==> config.mk <==
export PLATFORM = sky130hd
export DESIGN_NAME = board_mem_resp_flat
export DESIGN_NICKNAME = d
export VERILOG_FILES = /design/src/rtl/board_mem_resp_if.sv /design/src/rtl/board_mem_resp.sv /design/src/flat_wrapper.sv
export SDC_FILE = /design/constraint.sdc
export NUM_CORES = 2
export LEC_CHECK = 0
export ABC_AREA = 1
export BUFFER_PORTS_ARGS = -buffer_cell sky130_fd_sc_hd__buf_2
export CAP_MARGIN = 20
export CORE_MARGIN = 2
export CORE_UTILIZATION = 60
export CTS_CLUSTER_SIZE = 28
export DETAILED_ROUTE_END_ITERATION = 12
export PLACE_DENSITY = 0.76
export SYNTH_ARGS = -nofsm -noshare
export SYNTH_HDL_FRONTEND = slang
export SYNTH_SLANG_ARGS = --single-unit
==> constraint.sdc <==
create_clock -name clk -period 24.3 [get_ports clk]
set_input_delay 2.43 -clock clk [delete_from_list [all_inputs] [get_ports clk]]
set_output_delay 2.43 -clock clk [all_outputs]
set_load 0.03 [all_outputs]
==> src/rtl/board_mem_resp_if.sv <==
// board_mem_resp_if: cell transaction bus between board engines and the playfield store.
// Carries addr_err only when BOARD_MEM_OOB_ERR_EN is defined.
interface board_mem_resp_if #(
  parameter int ROWS   = 20,
  parameter int CELL_W = 3
);
  logic              req;
  logic              read;
  logic [4:0]        pos_i;
  logic [4:0]        pos_j;
  logic [CELL_W-1:0] write_data;
  logic              board_clear;
  logic [CELL_W-1:0] read_data;
  logic              rd_valid;
  logic              ack;
  logic              busy;
  logic [0:ROWS-1]   line_full;
`ifdef BOARD_MEM_OOB_ERR_EN
  logic              addr_err;
`endif
  modport master (
    output req, read, pos_i, pos_j, write_data, board_clear,
`ifdef BOARD_MEM_OOB_ERR_EN
    input  addr_err,
`endif
    input  read_data, rd_valid, ack, busy, line_full
  );
  modport slave (
    input  req, read, pos_i, pos_j, write_data, board_clear,
`ifdef BOARD_MEM_OOB_ERR_EN
    output addr_err,
`endif
    output read_data, rd_valid, ack, busy, line_full
  );
endinterface

==> src/rtl/board_mem_resp.sv <==
// board_mem_resp: playfield cell store with per-row occupancy, line_full and multi-cycle wipe.
// Optional sticky out-of-range flag addr_err when BOARD_MEM_OOB_ERR_EN is defined.
module board_mem_resp #(
  parameter int ROWS   = 20,
  parameter int COLS   = 10,
  parameter int CELL_W = 3
) (
  input logic             clk,
  input logic             reset,
  board_mem_resp_if.slave bus
);
  localparam logic [0:0] IDLE = 1'b0;
  localparam logic [0:0] WIPE = 1'b1;
  localparam logic [4:0] ROWS5 = 5'(ROWS);
  localparam logic [4:0] COLS5 = 5'(COLS);
  localparam logic [3:0] FULL = 4'(COLS);
  logic [0:0]        state_q, state_d;
  logic [4:0]        wipe_row_q, wipe_row_d;
  logic [CELL_W-1:0] cell_q [ROWS][COLS];
  logic [CELL_W-1:0] cell_d [ROWS][COLS];
  logic [3:0]        cnt_q [ROWS];
  logic [3:0]        cnt_d [ROWS];
  logic [0:ROWS-1]   line_full_q, line_full_d;
  logic [CELL_W-1:0] read_data_q, read_data_d;
  logic              rd_valid_q, rd_valid_d;
  logic              ack_q, ack_d;
  logic              err_q, err_d;
  logic              acc, in_range, wr;
  assign acc      = (state_q == IDLE) && !bus.board_clear && bus.req;
  assign in_range = (bus.pos_i < ROWS5) && (bus.pos_j < COLS5);
  assign wr       = acc && in_range && !bus.read;
  always_comb begin
    state_d     = state_q;
    wipe_row_d  = wipe_row_q;
    cell_d      = cell_q;
    cnt_d       = cnt_q;
    read_data_d = read_data_q;
    ack_d       = acc;
    rd_valid_d  = acc && in_range && bus.read;
    if (state_q == IDLE) begin
      state_d    = bus.board_clear ? WIPE : IDLE;
      wipe_row_d = bus.board_clear ? 5'd0 : wipe_row_q;
    end else begin
      state_d    = (wipe_row_q == ROWS5 - 5'd1) ? IDLE : WIPE;
      wipe_row_d = wipe_row_q + 5'd1;
    end
    for (int r = 0; r < ROWS; r++) begin
      for (int c = 0; c < COLS; c++) begin
        if (bus.pos_i == 5'(r) && bus.pos_j == 5'(c)) begin
          if (acc && bus.read) read_data_d = cell_q[r][c];
          if (wr) begin
            cell_d[r][c] = bus.write_data;
            cnt_d[r] = (cell_q[r][c] == '0 && bus.write_data != '0) ? cnt_q[r] + 4'd1 :
                       (cell_q[r][c] != '0 && bus.write_data == '0) ? cnt_q[r] - 4'd1 : cnt_q[r];
          end
        end
        if (state_q == WIPE && wipe_row_q == 5'(r)) cell_d[r][c] = '0;
      end
      if (state_q == WIPE && wipe_row_q == 5'(r)) cnt_d[r] = 4'd0;
      line_full_d[r] = (cnt_d[r] == FULL);
    end
`ifdef BOARD_MEM_OOB_ERR_EN
    if (acc && !in_range && bus.read) begin
      read_data_d = '0;
      rd_valid_d  = 1'b1;
    end
    err_d = bus.board_clear ? 1'b0 : (err_q || (acc && !in_range));
`else
    err_d = 1'b0;
`endif
  end
  always_ff @(posedge clk or posedge reset) begin
    if (reset) begin
      state_q     <= IDLE;
      wipe_row_q  <= 5'd0;
      line_full_q <= '0;
      read_data_q <= '0;
      rd_valid_q  <= 1'b0;
      ack_q       <= 1'b0;
      err_q       <= 1'b0;
      for (int r = 0; r < ROWS; r++) begin
        cnt_q[r] <= 4'd0;
        for (int c = 0; c < COLS; c++) cell_q[r][c] <= '0;
      end
    end else begin
      state_q     <= state_d;
      wipe_row_q  <= wipe_row_d;
      line_full_q <= line_full_d;
      read_data_q <= read_data_d;
      rd_valid_q  <= rd_valid_d;
      ack_q       <= ack_d;
      err_q       <= err_d;
      cnt_q       <= cnt_d;
      cell_q      <= cell_d;
    end
  end
  assign bus.read_data = read_data_q;
  assign bus.rd_valid  = rd_valid_q;
  assign bus.ack       = ack_q;
  assign bus.busy      = (state_q == WIPE);
  assign bus.line_full = line_full_q;
`ifdef BOARD_MEM_OOB_ERR_EN
  assign bus.addr_err  = err_q;
`else
  logic unused_err;
  assign unused_err = err_q;
`endif
endmodule

==> src/flat_wrapper.sv <==
// flat-port wrapper written by rule: the top's interface ports become plain ports
module board_mem_resp_flat 
#(
  parameter int ROWS   = 20,
  parameter int COLS   = 10,
  parameter int CELL_W = 3
)
  (clk, reset, bus_req, bus_read, bus_pos_i, bus_pos_j, bus_write_data, bus_board_clear, bus_read_data, bus_rd_valid, bus_ack, bus_busy, bus_line_full);
  board_mem_resp_if #(.ROWS(ROWS), .CELL_W(CELL_W)) bus_i ();
  input logic clk;
  input logic reset;
  input wire logic [$bits(bus_i.req)-1:0] bus_req;
  input wire logic [$bits(bus_i.read)-1:0] bus_read;
  input wire logic [$bits(bus_i.pos_i)-1:0] bus_pos_i;
  input wire logic [$bits(bus_i.pos_j)-1:0] bus_pos_j;
  input wire logic [$bits(bus_i.write_data)-1:0] bus_write_data;
  input wire logic [$bits(bus_i.board_clear)-1:0] bus_board_clear;
  output wire logic [$bits(bus_i.read_data)-1:0] bus_read_data;
  output wire logic [$bits(bus_i.rd_valid)-1:0] bus_rd_valid;
  output wire logic [$bits(bus_i.ack)-1:0] bus_ack;
  output wire logic [$bits(bus_i.busy)-1:0] bus_busy;
  output wire logic [$bits(bus_i.line_full)-1:0] bus_line_full;
  assign bus_i.req = bus_req;
  assign bus_i.read = bus_read;
  assign bus_i.pos_i = bus_pos_i;
  assign bus_i.pos_j = bus_pos_j;
  assign bus_i.write_data = bus_write_data;
  assign bus_i.board_clear = bus_board_clear;
  assign bus_read_data = bus_i.read_data;
  assign bus_rd_valid = bus_i.rd_valid;
  assign bus_ack = bus_i.ack;
  assign bus_busy = bus_i.busy;
  assign bus_line_full = bus_i.line_full;
  board_mem_resp #(.ROWS(ROWS), .COLS(COLS), .CELL_W(CELL_W)) u_core (.clk(clk), .reset(reset), .bus(bus_i));
endmodule
### Yosys cells after proc, flatten, opt, wreduce, memory -nomap -nowiden

Cells that the tools add are included.

* mux-type cells: 1626
* reduce and logical (&&, ||, !) cells: 1455
* eq/ne operators: 67
* $lt $le $gt $ge: 2
* add/sub/neg operators: 41
* multipliers: 0
* div/mod/pow operators: 0
* bitwise operators: 1
* shift-type cells: 0

Operators by type and width (number)
* 4-bit 2-to-1 mux: 820
* 3-bit 2-to-1 mux: 801
* 1-bit logical AND: 627
* 3-bit zero test: 201
* 3-bit nonzero test: 201
* 2-bit nonzero test: 221
* 2-bit AND reduction: 200
* 5-bit by 4-bit equality test with 1-bit output (second input constant): 18
* 4-bit by 1-bit adder with 4-bit output (second input constant): 20
* 4-bit equality test (second input constant): 20
* 4-bit by 1-bit subtractor with 4-bit output (second input constant): 20
* 5-bit by 3-bit equality test with 1-bit output (second input constant): 12
* 5-bit equality test (second input constant): 8
* 5-bit by 2-bit equality test with 1-bit output (second input constant): 6
* 5-bit by 1-bit equality test with 1-bit output (second input constant): 3
* 5-bit zero test: 3
* 5-bit 2-to-1 mux: 2
* 5-bit by 1-bit adder with 5-bit output (second input constant): 1
* 5-bit by 4-bit less-than comparator with 1-bit output (second input constant): 1
* 5-bit less-than comparator (second input constant): 1
* 1-bit 2-to-1 mux: 3
* 1-bit zero test: 2
* 1-bit NOT: 1

* register bits after elaboration: 711
* memory bits (read-only): 0
* input port bits: 18
* bits in writable memories: 0
* memories: 0
* bits in latches: 0
* logic and storage cells: 3418

### Longest topological paths before layout

* depth in word-level cells: 404
* mapped depth: 206

### Worst setup path before layout

Ideal clock, no wire load.

* path kind: in2reg
* start: input bus_pos_i[3]
* end: register u_core.read_data_q[0] (netlist: u_core.bus.read_data[0])
* stages: 202
* setup slack: 12.618 ns
* data required time: 24.180 ns
* data arrival time: 11.563 ns
* cells stage by stage: nor2_2 > nand3_4 > nor2_2 > nand2_4 > o21ai_0 > inv_2 > nand2_1 > nand2_1 > nand2_1 > nand2_1 > nand2_1 > nand2_1 > nand2_1 > nand2_1 > nand2_1 > nand2_1 > nand2_1 > nand2_1 > [166 not listed] > nand2_1 > nand2_1 > nand2_1 > nand2_1 > nand2_1 > nand2_1 > nand2_1 > nand2_1 > nand2_1 > nand2_1 > nand2_1 > nand2_1 > nand2_1 > nand2_1 > nand2_1 > nand2_1 > nand2_1 > a21oi_2

RTL lines
* start, declared: line flat_wrapper.sv:14 `input wire logic [$bits(bus_i.pos_i)-1:0] bus_pos_i;`
* end signal, assigned: line board_mem_resp.sv:89 `read_data_q <= read_data_d;`
* end, declared: line board_mem_resp.sv:24 `logic [CELL_W-1:0] read_data_q, read_data_d;`

==> flow_metrics.tcl <==
set metrics [dict create \
    skew_ns 0.02378 \
    cts_buffers 85 \
    tightest_slew_ns 1.117 \
    dp_hpwl_mm 146.6 \
    grt_pass1_vias 63620 \
    num-fill-cells 9406 \
    viasPerCell 6.214 \
    synth_common_cells "nand2_1 (2,335), inv_1 (1,536), nor2_1 (1,487)" \
    cts-root-buf "clkbuf_16" \
    drtPass1Iterations 9 \
    yosysUniqueCellTypes 48 \
    yosysTopAreaCell "dfrtp_1" \
    clock_sinks 711 \
    worstPathArrival_ns 15.13 \
    final_antenna_net_count 0 \
    hold_violations 0 \
    area_growth_pct 7.445 \
    final_max_slew_viol_count 0 \
    place_area_mm2 0.06149 \
    clkPwrFrac_pct 33.2 \
    multi_input_area_mm2 0.03525 \
    synth_seq_area_share_pct 29.61 \
    die_area_mm2 0.1027 \
    drcViolationCount 0 \
    synth.ff_latch_count 711 \
    async_reset_ff_share_pct 100.0 \
    finalSetupViolCount 0 \
    slowest_delay_ns 0.59 \
    timing.rr.start "u_core.bus.busy$_DFF_PP0_" \
    postCtsSetupRepairBufs 0 \
    vias 69070 \
    wl_mm 211.3 \
    drive_gt1_share_pct 3.516 \
    dpl_worst_slack_ns 9.321 \
    io_buffers 43 \
    drt_iter0_drc 8570 \
    yosysMostFrequentCell "nand2_1" \
    fin_ws_ns 9.728 \
    utilization_pct 64.74 \
    critPathMostFrequentCell "nand2_1" \
    outcome "complete, no violations" \
    ctsLongestPathBuffers 3 \
    htree_levels 3 \
    crit_path_top_delay_cell "nor2_4" \
    cellPowerDensity_mw_per_mm2 65.68 \
    final_nets 9802 \
    cts_resized 0 \
    crit_type "input pin to flop" \
    start_util_pct 60.26 \
    fin_tns_setup_ns 0 \
    wl_per_cell_um 19.01 \
    critPathLaunch "bus_board_clear" \
    internal_power_mw 2.504 \
    ys_warn_count 0 \
    relSlewSlack_pct 25.31 \
    cap_violations 0 \
    rows 116 \
    switchingPower_mw 1.736 \
    fmax_ghz 0.06863 \
    path_max_fanout 29 \
    synth_top_area_share_pct 29.61 \
    gr-usage-all-layers_pct 39.81 \
    hold_buffers 0 \
    grt-ovfl-total 0 \
    routabilityCongestion 0.9966 \
    p_seq_share_pct 31.6 \
    ios 44 \
    swShare_pct 40.94 \
    syn_inst 9799 \
    regArea_mm2 0.01779 \
    hold_slack_ns 0.5104 \
    hp-start "u_core.cell_q[582]$_DFFE_PP0P_" \
    grt_pass1_wl_mm 335.0 \
    synth_edf_count 0 \
    min_period_over_period_pct 59.97 \
    antenna_found_initial 7 \
    grt_max_degree 117 \
    critical_path_required_ns 24.86 \
    rsz0062_at_grt "false" \
    fin_area_mm2 0.06456 \
    syn_area_mm2 0.06008 \
    clk_pin_slew_ns 0.06 \
    p_leak_nw 30.09 \
    fin_crit_ns 14.57 \
    startpoint_type "input pin" \
    cts_tree "yes" \
    hp-class "flop to flop" \
    die_y_um 320.5 \
    synthTopCellsByArea "dfrtp_1 (30%), nand2_1 (15%), inv_1 (9.6%)" \
    postSynthAreaPerCell_um2 6.132 \
    ir_drop_v 0.00007587 \
    worst_skew_pair.late_latency_ns 0.69 \
    synth-main-ff-cell "dfrtp_1" \
    crit_path_end_kind "flop" \
    syn-num-nets 9862 \
    p_comb_share_pct 35.2 \
    die_w_um 320.5 \
    core-area_mm2 0.09971 \
]
## flip-flops by register name (all words and copies together) (netlist names)
name and flops:
u_core.bus.busy 1, u_core.bus.line_full 20, u_core.wipe_row_q 5, u_core.bus.rd_valid 1
u_core.cnt_q 80, u_core.cell_q 600, u_core.bus.read_data 3, u_core.bus.ack 1
## through the flow
| step | power [mW] | cells |
|---|---|---|
| global placement | 2.769 | 10950 |
| floorplan | 2.353 | 9799 |
| finish | 4.240 | 11120 |
| global route | 4.419 | 11110 |
| CTS | 4.187 | 11110 |
| detailed placement | 2.786 | 10950 |
## worst max-delay path, delay by kind of cell
| family | cells | cell delay [ns] |
|---|---|---|
| simple gates | 195 | 11.85 |
| buf+inv | 4 | 0.82 |
| compound gates | 1 | 0.05 |
## worst paths after layout
path / endpoint / cells past startpoint / slack (ns)
worst min register to register: u_core.cell_q[582]$_DFFE_PP0P_ / 2 / 0.51
max in group asynchronous: u_core.cell_q[71]$_DFFE_PP0P_ / 5 / 19.35
worst max-delay path: u_core.bus.read_data[2]$_DFF_PP0_ / 200 / 9.73
worst max register to register: u_core.bus.read_data[2]$_DFF_PP0_ / 199 / 10.91
worst min-delay path: u_core.cell_q[582]$_DFFE_PP0P_ / 2 / 0.51
min in group asynchronous: u_core.bus.line_full[7]$_DFF_PP0_ / 2 / 1.81
## power groups by stage
stage | clock network [mW] | logic [mW] | registers (mW)
after floorplan | 0 | 1.06 | 1.29
after global placement | 0 | 1.42 | 1.35
after detailed placement | 0 | 1.43 | 1.35
after CTS | 1.42 | 1.44 | 1.33
after global routing | 1.46 | 1.62 | 1.34
final | 1.41 | 1.49 | 1.34
## final cells by class
type | count | share of cell area, %
repair buffers | 104 | 1.062
inverters | 1630 | 9.512
well taps | 1298 | 2.516
flip-flops and latches | 711 | 27.56
clock buffers | 113 | 3.774
clock inverters | 46 | 0.9458
diodes | 7 | 0.02713
multi-input cells | 7207 | 54.60
## routing by layer
layer  routed length, um  vias up  GRT usage [%]
met3               22690      688          7.836
li1                    -    32570              -
met4               10060        4          18.18
met1               85790    31880          53.26
met5                  19        -              0
met2               92770     3934          62.34
## logic make-up after synthesis
logic type / Yosys count / share of synthesized area [%]
compound gates: 2609 / 26.29
xor+xnor: 160 / 2.332
fa+ha+maj: 45 / 0.9371
buf+inv: 1881 / 11.80
flops: 711 / 29.61
mux: 1 / 0.01666
simple gates: 4392 / 29.01
## layout by cell type (no fill, tap or decap), types with 109 or more instances in the layout
master	netlist	layout
inv_1	1536	1530
a21oi_1	631	631
nand3_1	191	189
o22ai_1	206	206
nor3_1	237	233
o311ai_0	153	153
o211ai_1	109	109
nor2_1	1487	1487
o221ai_1	225	225
nand2_1	2335	2332
o21ai_0	1015	1015
dfrtp_1	711	711
xor2_1	122	122
Power figures use the tool's default switching activity.
